--- src/rtl/aes_pkg.sv ---
// ============================================================================
// Module      : aes_pkg
// Description : Shared types and constants for the AES round controller.
// Revision    : 1.0 - initial release
// ============================================================================
`default_nettype none

package aes_pkg;

    typedef enum logic [2:0] {
        ST_IDLE   = 3'd0,
        ST_LOAD   = 3'd1,
        ST_ISSUE  = 3'd2,
        ST_WAIT   = 3'd3,
        ST_OUTPUT = 3'd4
    } state_t;

    localparam logic [1:0] c_op_add_key     = 2'b00;
    localparam logic [1:0] c_op_full_round  = 2'b01;
    localparam logic [1:0] c_op_final_round = 2'b10;

    localparam logic [7:0] RCON_INIT = 8'h01;
    localparam logic [7:0] RCON_POLY = 8'h1b;

endpackage

`default_nettype wire

--- src/rtl/aes_rcon_gen.sv ---
// ============================================================================
// Module      : aes_rcon_gen
// Description : Next AES round constant: 0x00 -> RCON_INIT, otherwise xtime.
// Revision    : 1.0 - initial release
// ============================================================================
`default_nettype none

module aes_rcon_gen
    import aes_pkg::*;
(
    input  logic [7:0] i_rcon,
    output logic [7:0] o_rcon
);

    always_comb begin
        o_rcon = RCON_INIT;
        if (i_rcon != 8'h00) begin
            o_rcon = {i_rcon[6:0], 1'b0} ^ (i_rcon[7] ? RCON_POLY : 8'h00);
        end
    end

endmodule

`default_nettype wire

--- src/rtl/aes_round_ctrl.sv ---
// ============================================================================
// Module      : aes_round_ctrl
// Description : Round sequencer for an iterative AES datapath with ack timeout.
//               Optional abort input enabled by macro AES_ABORT_EN.
// Revision    : 1.0 - initial release
// ============================================================================
`default_nettype none

module aes_round_ctrl
    import aes_pkg::*;
#(
    parameter int NR      = 10,
    parameter int TIMEOUT = 255
) (
    input  logic       clk,
    input  logic       rst,
    input  logic       in_valid,
    output logic       in_ready,
    output logic       out_valid,
    input  logic       out_ready,
    output logic       dp_load,
    output logic       dp_go,
    output logic [1:0] dp_op,
    output logic [3:0] dp_round,
    output logic [7:0] dp_rcon,
    input  logic       dp_ack,
`ifdef AES_ABORT_EN
    input  logic       abort,
`endif
    output logic       busy,
    output logic       err
);

    localparam int                c_tw         = $clog2(TIMEOUT + 1);
    localparam logic [3:0]        c_last_round = 4'(NR);
    localparam logic [c_tw-1:0]   c_timer_last = c_tw'(TIMEOUT - 1);

    state_t          r_state, w_state_nxt;
    logic [3:0]      r_round, w_round_nxt;
    logic [7:0]      r_rcon,  w_rcon_nxt;
    logic [c_tw-1:0] r_timer, w_timer_nxt;
    logic            r_err,   w_err_nxt;
    logic [7:0]      w_rcon_adv;
    logic            w_abort;
    logic [1:0]      w_op;

`ifdef AES_ABORT_EN
    assign w_abort = abort;
`else
    assign w_abort = 1'b0;
`endif

    aes_rcon_gen u_rcon_gen (
        .i_rcon (r_rcon),
        .o_rcon (w_rcon_adv)
    );

    always_ff @(posedge clk or negedge rst) begin
        if (!rst) begin
            r_state <= ST_IDLE;
            r_round <= 4'd0;
            r_rcon  <= 8'h00;
            r_timer <= '0;
            r_err   <= 1'b0;
        end else begin
            r_state <= w_state_nxt;
            r_round <= w_round_nxt;
            r_rcon  <= w_rcon_nxt;
            r_timer <= w_timer_nxt;
            r_err   <= w_err_nxt;
        end
    end

    always_comb begin
        w_state_nxt = r_state;
        w_round_nxt = r_round;
        w_rcon_nxt  = r_rcon;
        w_timer_nxt = r_timer;
        w_err_nxt   = 1'b0;
        case (r_state)
            ST_IDLE: begin
                if (in_valid) begin
                    w_state_nxt = ST_LOAD;
                    w_round_nxt = 4'd0;
                    w_rcon_nxt  = 8'h00;
                end
            end
            ST_LOAD:  w_state_nxt = ST_ISSUE;
            ST_ISSUE: begin
                w_state_nxt = ST_WAIT;
                w_timer_nxt = '0;
            end
            ST_WAIT: begin
                // An ack on the last permitted cycle wins over the timeout.
                if (dp_ack) begin
                    if (r_round == c_last_round) begin
                        w_state_nxt = ST_OUTPUT;
                    end else begin
                        w_state_nxt = ST_ISSUE;
                        w_round_nxt = r_round + 4'd1;
                        w_rcon_nxt  = w_rcon_adv;
                    end
                end else if (r_timer == c_timer_last) begin
                    w_state_nxt = ST_IDLE;
                    w_err_nxt   = 1'b1;
                end else begin
                    w_timer_nxt = r_timer + c_tw'(1);
                end
            end
            ST_OUTPUT: begin
                if (out_ready) begin
                    w_state_nxt = ST_IDLE;
                end
            end
            default: w_state_nxt = ST_IDLE;
        endcase
        if (w_abort && (r_state != ST_IDLE)) begin
            w_state_nxt = ST_IDLE;
            w_err_nxt   = 1'b0;
        end
    end

    always_comb begin
        w_op = c_op_full_round;
        if (r_round == 4'd0) begin
            w_op = c_op_add_key;
        end else if (r_round == c_last_round) begin
            w_op = c_op_final_round;
        end
    end

    assign in_ready  = (r_state == ST_IDLE);
    assign busy      = (r_state != ST_IDLE);
    assign dp_load   = (r_state == ST_LOAD);
    assign dp_go     = (r_state == ST_ISSUE);
    assign out_valid = (r_state == ST_OUTPUT);
    assign dp_op     = (r_state == ST_ISSUE) ? w_op : c_op_add_key;
    assign dp_round  = r_round;
    assign dp_rcon   = r_rcon;
    assign err       = r_err;

endmodule

`default_nettype wire

--- config.mk ---
export PLATFORM = sky130hd
export DESIGN_NAME = aes_round_ctrl
export DESIGN_NICKNAME = d
export VERILOG_FILES = /design/src/rtl/aes_pkg.sv /design/src/rtl/aes_rcon_gen.sv /design/src/rtl/aes_round_ctrl.sv
export SDC_FILE = /design/constraint.sdc
export NUM_CORES = 1
export LEC_CHECK = 0
export BUFFER_PORTS_ARGS = -buffer_cell sky130_fd_sc_hd__buf_2
export CAP_MARGIN = 30
export CORE_ASPECT_RATIO = 1.25
export CORE_MARGIN = 5
export CORE_UTILIZATION = 47
export CTS_BUF_LIST = sky130_fd_sc_hd__clkbuf_4 sky130_fd_sc_hd__clkbuf_8
export CTS_CLUSTER_DIAMETER = 120
export DETAILED_ROUTE_END_ITERATION = 10
export GPL_TIMING_DRIVEN = 0
export PLACE_DENSITY = 0.69
export SETUP_SLACK_MARGIN = 0.02
export SYNTH_ARGS = -nofsm -noshare
export SYNTH_HDL_FRONTEND = slang
export SYNTH_SLANG_ARGS = --single-unit
export TNS_END_PERCENT = 5
--- constraint.sdc ---
create_clock -name clk -period 2.5 [get_ports clk]
set_clock_uncertainty 0.05 [all_clocks]
set_input_delay 0.375 -clock clk [delete_from_list [all_inputs] [get_ports clk]]
set_output_delay 0.375 -clock clk [all_outputs]
set_load 0.1 [all_outputs]
==> results.ini <==
[clock_tree]
cts_tree = yes
clkSlewWorstSetupHoldPaths_ps = 140
clock_latency_ps = 310
cts_made_buffers = 3
clock-root-buffer = clkbuf_4
cts_sinks = 24
post_cts_buffers = 0
cts_max_level = 1
clock_path_buffers = 2

[power_and_ir_drop]
p_int_uw = 863
power.density_nw_per_um2 = 1270
switching_power_mw = 1.12
leakagePower_nw = 0.777
finalPower_mw = 1.98
pwr-share-clk_pct = 14.3
combPwrFrac_pct = 58.0
sequentialPowerShare_pct = 27.7
p_sw_share_pct = 56.5
ir_worst_vdd_uv = 844

[sta]
period_minus_slack_ps = 2300
rsz0062_at_grt = false
fmax_mhz = 435
setup_violations = 0
slew_violations = 0
worst_pin_slew_ps = 634
finalHoldViolations = 0
whs_ps = 208
period_share_pct = 91.9
tns_ps = 0
relSlewSlack_pct = 57.2

[synth]
ys_ff_latch = 24
synth.most_common_cell = dfrtp_1
syn_area_per_cell_sq_um = 10.1
syn-num-nets = 141
synth_edf_count = 0
synth_cell_types = 45
ys.flop_type = dfrtp_1
syn_inst = 131
ys_seq_area_share_pct = 45.2
yosys-top-cells-area = dfrtp_1 45%, ha_1 4.7%, nand2_1 4.0%
yosysTopAreaCell = dfrtp_1
synthArstFlopShare_pct = 100
ys_warn_count = 0
synthTopCellsByCount = 24 x dfrtp_1, 14 x nand2_1, 9 x nor2_1
syn-cell-area_sq_um = 1330
synthDominantCellAreaShare_pct = 45.2

[cells_and_area]
regArea_sq_um = 601
fin_area_sq_um = 1560
multi_input_area_sq_um = 668
final_layout_size_suffix_gt1_share_pct = 25.2
fillers = 254
antenna_cells = 0
layout.nets = 170
syn_to_final_growth_pct = 17.2

[route]
antenna_left = 0
post_drt_wl_per_cell_um = 15.5
wirelength_mm = 2.99
first_pass_iters = 4
vias = 1124
viasPerCell = 5.82
drc_errors = 0
drt_iter0_markers = 23

[global_route]
track_usage_pct = 16.0
grt_pass1_vias = 1149
grt_max_degree = 25
overflow = 0
antenna_found_initial = 0
grt_pass1_wl_mm = 5.26

[placement]
port_buffers = 23
routabilityCongestion = 0.804
dpl_cell_area_sq_um = 1490
dp_hpwl_mm = 2.24

[critical_path]
cp_common_cell = nand2_1
cp_top_family = buffers and inverters
worst-path-buf-inv = 2
critPathCaptureType = output port
slowest_stage = dfrtp_1
required_ps = 2080
cp_cell_sequence = nor2_1 > nand2_1 > inv_1 > nand2_1 > a21oi_2 > clkbuf_4
critPathMaxStageDelay_ps = 470
crit_arrival_ps = 1870
crit_path_start_kind = flop
crit_fanout = 9
rrSetupSlack_ps = 630
rr_startpoint = r_timer[0]$_DFFE_PN0P_
crit_start = r_state[2]$_DFFE_PN0P_
critical_path_class = reg -> out

[die]
core-area_sq_um = 2710
rows = 21
die_w_um = 57.5
start_util_pct = 49.1
ios = 25
die_h_um = 69.4
die_area_sq_um = 3990

[status]
outcome = complete, no violations

[worst_hold_path]
hold_class = in -> reg
hp-start = dp_ack

[run]
drv_cap = 0

==> power groups by stage <==
| stage | registers [mW] | logic [mW] | clock network, mW |
|---|---|---|---|
| 2_1_floorplan | 0.826 | 0.676 | 0 |
| 3_3_place_gp | 0.548 | 1.13 | 0 |
| 3_5_place_dp | 0.554 | 1.15 | 0 |
| 4_1_cts | 0.548 | 1.15 | 0.291 |
| 5_1_grt | 0.565 | 1.22 | 0.303 |
| 6_report | 0.549 | 1.15 | 0.284 |
==> metal layers <==
metal,vias to the layer above,share of wire (%),track usage [%]
met5,-,0,0
met4,0,1.9,5.41
met3,5,4.5,2.05
met2,35,50,27.9
met1,547,43,19.9
li1,537,-,-
==> final timing paths <==
check,endpoint,depth (start not counted)
worst max-delay path,dp_op[0],6
worst min register to register,r_timer[5]$_DFFE_PN0P_,1
worst max register to register,r_timer[4]$_DFFE_PN0P_,6
min in group asynchronous,err$_DFF_PN0_,2
max in group asynchronous,r_timer[5]$_DFFE_PN0P_,2
worst min-delay path,err$_DFF_PN0_,2
==> per-stage QoR <==
stage                     std cells  worst slack, ps  util (%)
final                           193              202      57.5
after CTS                       193             96.2      57.4
after detailed placement        188              482      55.1
after global routing            193             21.6      57.5
after global placement          188              501      55.1
after floorplan                 131             -671         -
==> what timing repair did <==
item                                   4_1_cts  5_1_grt
hold buffers                                 1        0
gates resized for setup                      0        1
setup endpoints to repair                    0        1
endpoints found under the hold margin       24        0
==> registers in the layout, indices dropped and copies added (netlist names) <==
register,cells
dp_round,4
err,1
dp_rcon,8
r_state,3
r_timer,8
==> layout make-up <==
| type | count | area share (%) |
|---|---|---|
| Clock inverter | 1 | 1.93 |
| Clock buffer | 3 | 1.45 |
| Multi-Input combinational cell | 95 | 42.9 |
| Inverter | 7 | 1.69 |
| Timing Repair Buffer | 24 | 8.20 |
| Sequential cell | 24 | 38.6 |
| Buffer | 5 | 2.49 |
| Tap cell | 34 | 2.73 |
==> kinds of logic after synthesis <==
logic type               count (synthesis)  synth area share (%)
AO/OA/AOI/OAI                           30                  17.2
XOR/XNOR                                 6                  3.96
adder cells (fa/ha/maj)                  5                  4.71
buffers and inverters                   12                  4.90
flip-flops                              24                  45.2
multiplexers                             2                  1.60
AND/OR/NAND/NOR                         52                  22.3
==> placed cells by master, fill, tap and decap left out, drive strengths merged, types with 2 or more instances in the layout <==
cell     synthesis  final
nand2           15     15
nor3b            3      3
o31ai            4      4
inv              7      7
o21ai            3      3
nand3            6      6
ha               5      5
nor4             2      2
xnor2            3      3
buf              4     26
nand2b           3      3
dfrtp           24     24
a21oi            5      5
a22o             6      6
o2bb2ai          2      2
o311ai           2      2
clkbuf           1      5
nand4            2      2
xor2             3      3
nor2             9      9
nand3b           2      2
No activity file was read; power rests on OpenSTA's default activity.
